`config.mk`:
```
export PLATFORM = sky130hd
export DESIGN_NAME = amm_rd_arbiter
export DESIGN_NICKNAME = d
export VERILOG_FILES = /design/src/rtl/amm_rd_arbiter.sv
export SDC_FILE = /design/constraint.sdc
export NUM_CORES = 1
export LEC_CHECK = 0
export ABC_AREA = 1
export CORE_ASPECT_RATIO = 0.8
export CORE_MARGIN = 4
export CORE_UTILIZATION = 30
export CTS_CLUSTER_DIAMETER = 200
export DETAILED_ROUTE_END_ITERATION = 8
export HOLD_SLACK_MARGIN = 0.15
export PLACE_DENSITY_LB_ADDON = 0.08
export SLEW_MARGIN = 10
export SYNTH_ARGS = -nofsm -noshare
export SYNTH_HDL_FRONTEND = slang
export SYNTH_SLANG_ARGS = --single-unit
```
`constraint.sdc`:
```
create_clock -name clk -period 2.27 [get_ports clk]
set_input_delay 0.454 -clock clk [delete_from_list [all_inputs] [get_ports clk]]
set_output_delay 0.454 -clock clk [all_outputs]
set_load 0.02 [all_outputs]
```
`src/rtl/amm_rd_arbiter.sv`:
```
// Two-master Avalon-MM read arbiter with round-robin grant and an in-order ID FIFO
// that steers each slave readdatavalid beat back to the master that issued the read.
module amm_rd_arbiter #(
   parameter int DATA_WIDTH  = 32,
   parameter int ADDR_WIDTH  = 10,
   parameter int MAX_PENDING = 4
) (
   input  logic                  clk,
   input  logic                  rst,
   input  logic [ADDR_WIDTH-1:0] m0_address_i,
   input  logic                  m0_read_i,
   output logic [DATA_WIDTH-1:0] m0_readdata_o,
   output logic                  m0_readdatavalid_o,
   output logic                  m0_waitrequest_o,
   input  logic [ADDR_WIDTH-1:0] m1_address_i,
   input  logic                  m1_read_i,
   output logic [DATA_WIDTH-1:0] m1_readdata_o,
   output logic                  m1_readdatavalid_o,
   output logic                  m1_waitrequest_o,
   output logic [ADDR_WIDTH-1:0] s_address_o,
   output logic                  s_read_o,
   input  logic [DATA_WIDTH-1:0] s_readdata_i,
   input  logic                  s_readdatavalid_i,
   input  logic                  s_waitrequest_i,
   output logic                  err_o
);

   localparam int PW = (MAX_PENDING > 1) ? $clog2(MAX_PENDING) : 1;
   localparam int CW = $clog2(MAX_PENDING + 1);
   localparam logic [PW-1:0] PTR_LAST = PW'(MAX_PENDING - 1);
   localparam logic [CW-1:0] CNT_MAX  = CW'(MAX_PENDING);

   logic                   last_gnt_q, last_gnt_d;
   logic [MAX_PENDING-1:0] id_q, id_d;
   logic [PW-1:0]          wr_ptr_q, wr_ptr_d;
   logic [PW-1:0]          rd_ptr_q, rd_ptr_d;
   logic [CW-1:0]          pend_q, pend_d;
   logic                   err_q, err_d;

   logic gnt_vld, gnt_id, full, empty, accept, pop, head_id;

   function automatic logic [PW-1:0] ptr_inc(input logic [PW-1:0] p);
      return (p == PTR_LAST) ? '0 : p + PW'(1);
   endfunction

   // Grant: lone requester wins; on a tie the master not granted last time wins.
   always_comb begin
      gnt_vld = m0_read_i | m1_read_i;
      gnt_id  = 1'b0;
      if (m0_read_i && m1_read_i) gnt_id = ~last_gnt_q;
      else if (m1_read_i)         gnt_id = 1'b1;
   end

   // Full is taken from the registered count, so a pop in the same cycle does not unblock.
   assign full  = (pend_q == CNT_MAX);
   assign empty = (pend_q == '0);

   assign s_read_o    = gnt_vld & ~full & ~rst;
   assign s_address_o = gnt_id ? m1_address_i : m0_address_i;
   assign accept      = s_read_o & ~s_waitrequest_i;

   assign m0_waitrequest_o = ~(accept & ~gnt_id);
   assign m1_waitrequest_o = ~(accept &  gnt_id);

   assign head_id = id_q[rd_ptr_q];
   assign pop     = s_readdatavalid_i & ~empty & ~rst;

   assign m0_readdatavalid_o = pop & ~head_id;
   assign m1_readdatavalid_o = pop &  head_id;
   assign m0_readdata_o      = s_readdata_i;
   assign m1_readdata_o      = s_readdata_i;
   assign err_o              = err_q;

   always_comb begin
      last_gnt_d = last_gnt_q;
      id_d       = id_q;
      wr_ptr_d   = wr_ptr_q;
      rd_ptr_d   = rd_ptr_q;
      pend_d     = pend_q;
      err_d      = err_q;
      if (accept) begin
         id_d[wr_ptr_q] = gnt_id;
         wr_ptr_d       = ptr_inc(wr_ptr_q);
         last_gnt_d     = gnt_id;
      end
      if (pop) rd_ptr_d = ptr_inc(rd_ptr_q);
      case ({accept, pop})
         2'b10:   pend_d = pend_q + CW'(1);
         2'b01:   pend_d = pend_q - CW'(1);
         default: pend_d = pend_q;
      endcase
      if (s_readdatavalid_i && empty) err_d = 1'b1;
   end

   always_ff @(posedge clk or posedge rst) begin
      if (rst) begin
         last_gnt_q <= 1'b1;
         id_q       <= '0;
         wr_ptr_q   <= '0;
         rd_ptr_q   <= '0;
         pend_q     <= '0;
         err_q      <= 1'b0;
      end else begin
         last_gnt_q <= last_gnt_d;
         id_q       <= id_d;
         wr_ptr_q   <= wr_ptr_d;
         rd_ptr_q   <= rd_ptr_d;
         pend_q     <= pend_d;
         err_q      <= err_d;
      end
   end

endmodule
```
==> impl_metrics.tcl, run 1 <==
set metrics [dict create \
    grt_pass1_vias 951 \
    fill_cells 477 \
    cts_made_buffers 3 \
    period_needed_ns 2.153 \
    ff_latch_area_um2 326.6 \
    synth_cell_types 26 \
    place_congestion 0.7391 \
    async_reset_ff_share_pct 100.0 \
    initial_core_util_pct 32.20 \
    wl_per_cell_um 13.49 \
    yosysTopAreaCellShare_pct 34.63 \
    setup_tns_ns 0 \
    final-setup-viol-count 0 \
    leakage_nw 0.7392 \
    dieArea_um2 5784 \
    ys.flop_type "dfrtp_1" \
    max_freq_mhz 464.4 \
    vdd_drop_max_mv 0.2716 \
    fp.dieW_um 84.04 \
    synth_cells 186 \
    rsz0062_at_grt "false" \
    via_per_inst 4.273 \
    netlist_area_um2 1388 \
    row_count 21 \
    drv_slew 0 \
    maxCapViolCount 0 \
    synth_edf_count 0 \
    critical-path-top-delay-family "buffers and inverters" \
    crit_start "m0_read_i" \
    postCtsSetupBuffers 0 \
    path_clk_slew_ns 0.06 \
    synth_fp_nets 251 \
    timing.critical_path.mode_cell "nand2_1" \
    drc 0 \
    critical_path_arrival_ns 1.70 \
    layout-drive-gt1-share_pct 18.39 \
    cp_slowest_stage_delay_ns 0.49 \
    crit_path_top_delay_cell "clkdlybuf4s50_1" \
    io_buffers 41 \
    yosys_warnings 0 \
    critPathKind "in -> out" \
    core_um2 4309 \
    skew_ns 0.003075 \
    nets 240 \
    fin_crit_sh_pct 94.86 \
    fin_ws_ns 0.1168 \
    power_density_nw_per_um2 896.4 \
    antenna_cells 0 \
    grt_util_met3_pct 3.682 \
    clk_latency_ns 0.24 \
    place_worst_setup_slack_ns -0.1817 \
    clockBufferDepth 2 \
    ys_seq_elements 13 \
    cts_sinks 13 \
    routed_wl_mm 3.117 \
    dp.final_hpwl_mm 2.640 \
    avgSynthCellArea_um2 7.460 \
    cts_tree "yes" \
    grt-busiest-layer "met2" \
    seq_area_frac_synth_pct 23.53 \
    met1_usage_pct 13.40 \
    cp-end-kind "output port" \
    critPathBufInv 3 \
    cts-htree-levels 1 \
    hold_violations 0 \
    synth_area_leaders "buf_4, dfrtp_1, nand2_1" \
    overflow 0 \
    min_from "err_o" \
    pin_count 138 \
    crit_fanout 11 \
    path_cells "clkdlybuf4s50_1 > nand2_1 > nand2_1 > buf_4 > nand2_1 > nand2_1 > clkdlybuf4s15_1" \
    cp.required_ns 1.82 \
    met2_usage_pct 14.27 \
    worst_pin_slew_ns 0.2324 \
    die_y_um 68.83 \
    synth_top_cell_by_area "buf_4" \
    timing.rr.start "pend_q[1]" \
    dr.pass1.iters 4 \
    dr_total_vias 987 \
    multi_input_area_um2 520.5 \
    drtIter0Drc 64 \
    syn_to_final_growth_pct 5.050 \
    drtAntennaViolNets 0 \
    status "complete, no violations" \
    worstSetupStartpointType "primary input" \
    grt_use_total_pct 10.36 \
    cts-root-buf "clkbuf_8" \
    grt_max_degree 14 \
    grt_pass1_wl_mm 4.685 \
    hold_class "reg -> reg" \
    grt_antenna_before_repair 0 \
    relSlewSlack_pct 84.57 \
]
## timing repair
| action | in CTS | in global routing |
|---|---|---|
| pin swaps | 0 | 0 |
| hold buffers | 0 | 0 |
| setup endpoints to repair | 15 | 2 |
| endpoints found under the hold margin | 0 | 0 |
| resized for setup | 15 | 19 |
## through the flow
stage | cell area [um2] | utilization, % | total power [mW] | cells | hold WS [ns]
3_3_place_gp | 1446 | 33.57 | 1.136 | 227 | 0.4500
4_1_cts | 1473 | 34.18 | 1.327 | 231 | 0.4701
3_5_place_dp | 1446 | 33.57 | 1.144 | 227 | 0.4567
2_1_floorplan | 1388 | - | 1.032 | 186 | 0.3462
5_1_grt | 1458 | 33.83 | 1.444 | 231 | 0.4911
6_report | 1458 | 33.83 | 1.307 | 231 | 0.4650
## cell type report
class                      instances  area share (%)
tap                               57           4.893
inverter                          14           3.605
sequential                        13           22.40
clock buffer                       4           3.090
timing repair buffer              50           30.30
multi-input combinational         93           35.71
## synth_stat cells, types with 2 or more instances
cell type  count
nand2_4        2
nand3_1        5
nand2_1       54
ha_1           6
o21ai_1        3
o21ai_0        2
buf_2          2
dfrtp_1       12
a21oi_1        2
nand4_1        4
nor2_1         3
inv_1         13
buf_4         64
o211ai_1       2
## cell families after synthesis
family                   count (synthesis)  share of synthesized area [%]
AO/OA/AOI/OAI                           10                          4.238
flip-flops                              13                          23.54
buffers and inverters                   80                          39.13
XOR/XNOR                                 2                          1.263
adder cells (fa/ha/maj)                  7                          6.853
AND/OR/NAND/NOR                         74                          24.98
## worst paths after layout
path | to | slack (ns) | cells past startpoint
worst max-delay path | s_address_o[0] | 0.12 | 7
worst min-delay path | err_o | 0.47 | 1
worst max register to register | pend_q[2] | 0.28 | 9
worst min register to register | err_o | 0.47 | 1
max in group asynchronous | last_gnt_q | 1.39 | 3
min in group asynchronous | err_o | 0.65 | 3
## placed cells by master (no fill, tap or decap), drive strengths merged
cell / instances
dfstp: 1
clkbuf: 10
dfrtp: 12
buf: 9
nand3: 6
a21oi: 2
ha: 6
fa: 1
nor2: 6
clkdlybuf4s15: 4
xnor2: 1
dlygate4sd2: 5
nand4: 4
xor2: 1
o21ai: 5
clkdlybuf4s50: 26
a31o: 1
nand2: 57
or2: 1
o211ai: 2
inv: 14
## state kept, by name (all words and copies together) (netlist names)
| name | flops |
|---|---|
| err_o | 1 |
| id_q | 4 |
| last_gnt_q | 1 |
| pend_q | 3 |
| rd_ptr_q | 2 |
| wr_ptr_q | 2 |
## per-layer routing
layer,share of wire [%],vias to the layer above
li1,-,488
met1,41,422
met2,44,42
met3,9.4,35
met4,5.1,0
met5,0,-
## power by group
part	total [mW]	internal, mW	leakage, nW	switching (mW)
Sequential	0.443	0.346	0.156	0.0967
Clock	0.208	0.124	0.0228	0.0838
Combinational	0.656	0.283	0.561	0.373
Note: power is estimated with default switching activity, not from simulation.
==> run 2, diff against run 1 <==
--- a/config.mk
+++ b/config.mk
@@ -6,7 +6,7 @@
 export NUM_CORES = 1
 export LEC_CHECK = 0
 export ABC_AREA = 1
-export CORE_ASPECT_RATIO = 0.8
+export CORE_ASPECT_RATIO = 1.1
 export CORE_MARGIN = 4
 export CORE_UTILIZATION = 30
 export CTS_CLUSTER_DIAMETER = 200
==> impl_metrics.tcl, run 2 (same netlist as run 1, synthesis figures left out) <==
set metrics [dict create \
    status "complete, no violations" \
    initial_core_util_pct 31.69 \
    maxCapViolCount 0 \
    grt_antenna_before_repair 0 \
    dieArea_um2 5779 \
    worst_hold_slack_ns 0.4650 \
    cp.required_ns 1.82 \
    timing.rr.start "pend_q[1]" \
    grt_use_total_pct 9.735 \
    cts_sinks 13 \
    dr_total_vias 958 \
    clockBufferDepth 2 \
    wl_per_cell_um 12.39 \
    period_needed_ns 2.187 \
    grt_max_degree 14 \
    clk_latency_ns 0.24 \
    hold_class "reg -> reg" \
    cts-root-buf "clkbuf_8" \
    worst_pin_slew_ns 0.2327 \
    r2r_cells 9 \
    leakage_nw 0.7483 \
    rsz0062_at_grt "true" \
    drc 0 \
    routed_wl_mm 2.826 \
    path_clk_slew_ns 0.05 \
    fin_crit_sh_pct 96.33 \
    drtAntennaViolNets 0 \
    nets 240 \
    layout_commonest_cell "nand2_1" \
    grt_pass1_wl_mm 4.450 \
    critPathKind "in -> out" \
    cts_tree "yes" \
    core_um2 4379 \
    syn_to_final_growth_pct 6.673 \
    largest_register "id_q" \
    cp-endpoint "m0_waitrequest_o" \
    vdd_drop_max_mv 0.3551 \
    r2r-end "pend_q[2]" \
    skew_ns 0.001508 \
    largestRegisters "id_q (4), pend_q (3)" \
    r2r_slack_ns 0.29 \
    max_freq_mhz 457.3 \
    die_y_um 79.33 \
    worstSetupStartpointType "primary input" \
    dp.final_hpwl_mm 2.367 \
    drtIter0Drc 32 \
    fp.dieW_um 72.85 \
    hold_violations 0 \
    antenna_cells 0 \
    power_density_nw_per_um2 877.3 \
    min_from "err_o" \
    overflow 0 \
    final_cell_mix "nand2_1, clkdlybuf4s50_1, inv_1, dfrtp_1, buf_4" \
    cts_made_buffers 3 \
    layout-drive-gt1-share_pct 14.37 \
    row_count 25 \
    crit_start "rst" \
    final-setup-viol-count 0 \
    dr.pass1.iters 4 \
    io_buffers 41 \
    via_per_inst 4.202 \
    place_congestion 0.7900 \
    cp-end-kind "output port" \
    relSlewSlack_pct 84.46 \
    grt_pass1_vias 961 \
    critical_path_arrival_ns 1.73 \
    postCtsSetupBuffers 0 \
    finalPower_mw 1.299 \
    drv_slew 0 \
    cts-htree-levels 1 \
    crit_fanout 6 \
    pin_count 138 \
    largest_reg_flops 4 \
]
==> run 2: what timing repair did <==
action / in CTS / in global routing
resized for setup: 15 / 9
setup endpoints to repair: 15 / 5
hold buffers: 0 / 0
==> run 2: report_power, final <==
group | internal [mW] | switching, mW
combinational | 0.291 | 0.368
sequential | 0.346 | 0.0918
clock | 0.124 | 0.0774
total | 0.761 | 0.538
==> run 2: worst max-delay path: stages <==
cell and delay [ns]:
clkdlybuf4s50_1 0.50, nor2_4 0.22, nand2_4 0.09, nor2_8 0.10
nand2_1 0.05, dlygate4sd2_1 0.32
==> run 2: layer usage <==
layer | wire [um] | vias up | track usage [%]
met1 | 1141 | 417 | 12.13
met3 | 216 | 24 | 3.038
li1 | - | 486 | -
met4 | 106 | 0 | 4.982
met5 | 0 | - | 0
met2 | 1361 | 31 | 14.89
==> run 2: cell type report <==
type	instances	area [um2]
Timing Repair Buffer	50	467.9
Fill cell	488	2899
Sequential cell	13	326.6
Tap cell	54	67.56
Clock buffer	4	45.04
Multi-Input combinational cell	93	520.5
Inverter	14	52.55
==> run 2: worst min path at each step <==
stage,to,cells after the start,slack [ns]
floorplan,err_o,1,0.35
global placement,err_o,1,0.45
detailed placement,err_o,1,0.45
CTS,err_o,1,0.47
global route,err_o,1,0.48
finish,err_o,1,0.47
==> run 2: per-stage QoR <==
stage                     utilization (%)  instances  worst slack (ns)  setup TNS, ns  area [um2]
after floorplan                         -        186            0.1819              0        1388
after global placement              32.94        224           -0.2000         -2.478        1443
after detailed placement            32.94        224           -0.1871         -2.703        1443
after CTS                           33.54        228           0.05061              0        1469
after global routing                33.80        228          -0.01566       -0.05832        1480
final                               33.80        228           0.08322              0        1480
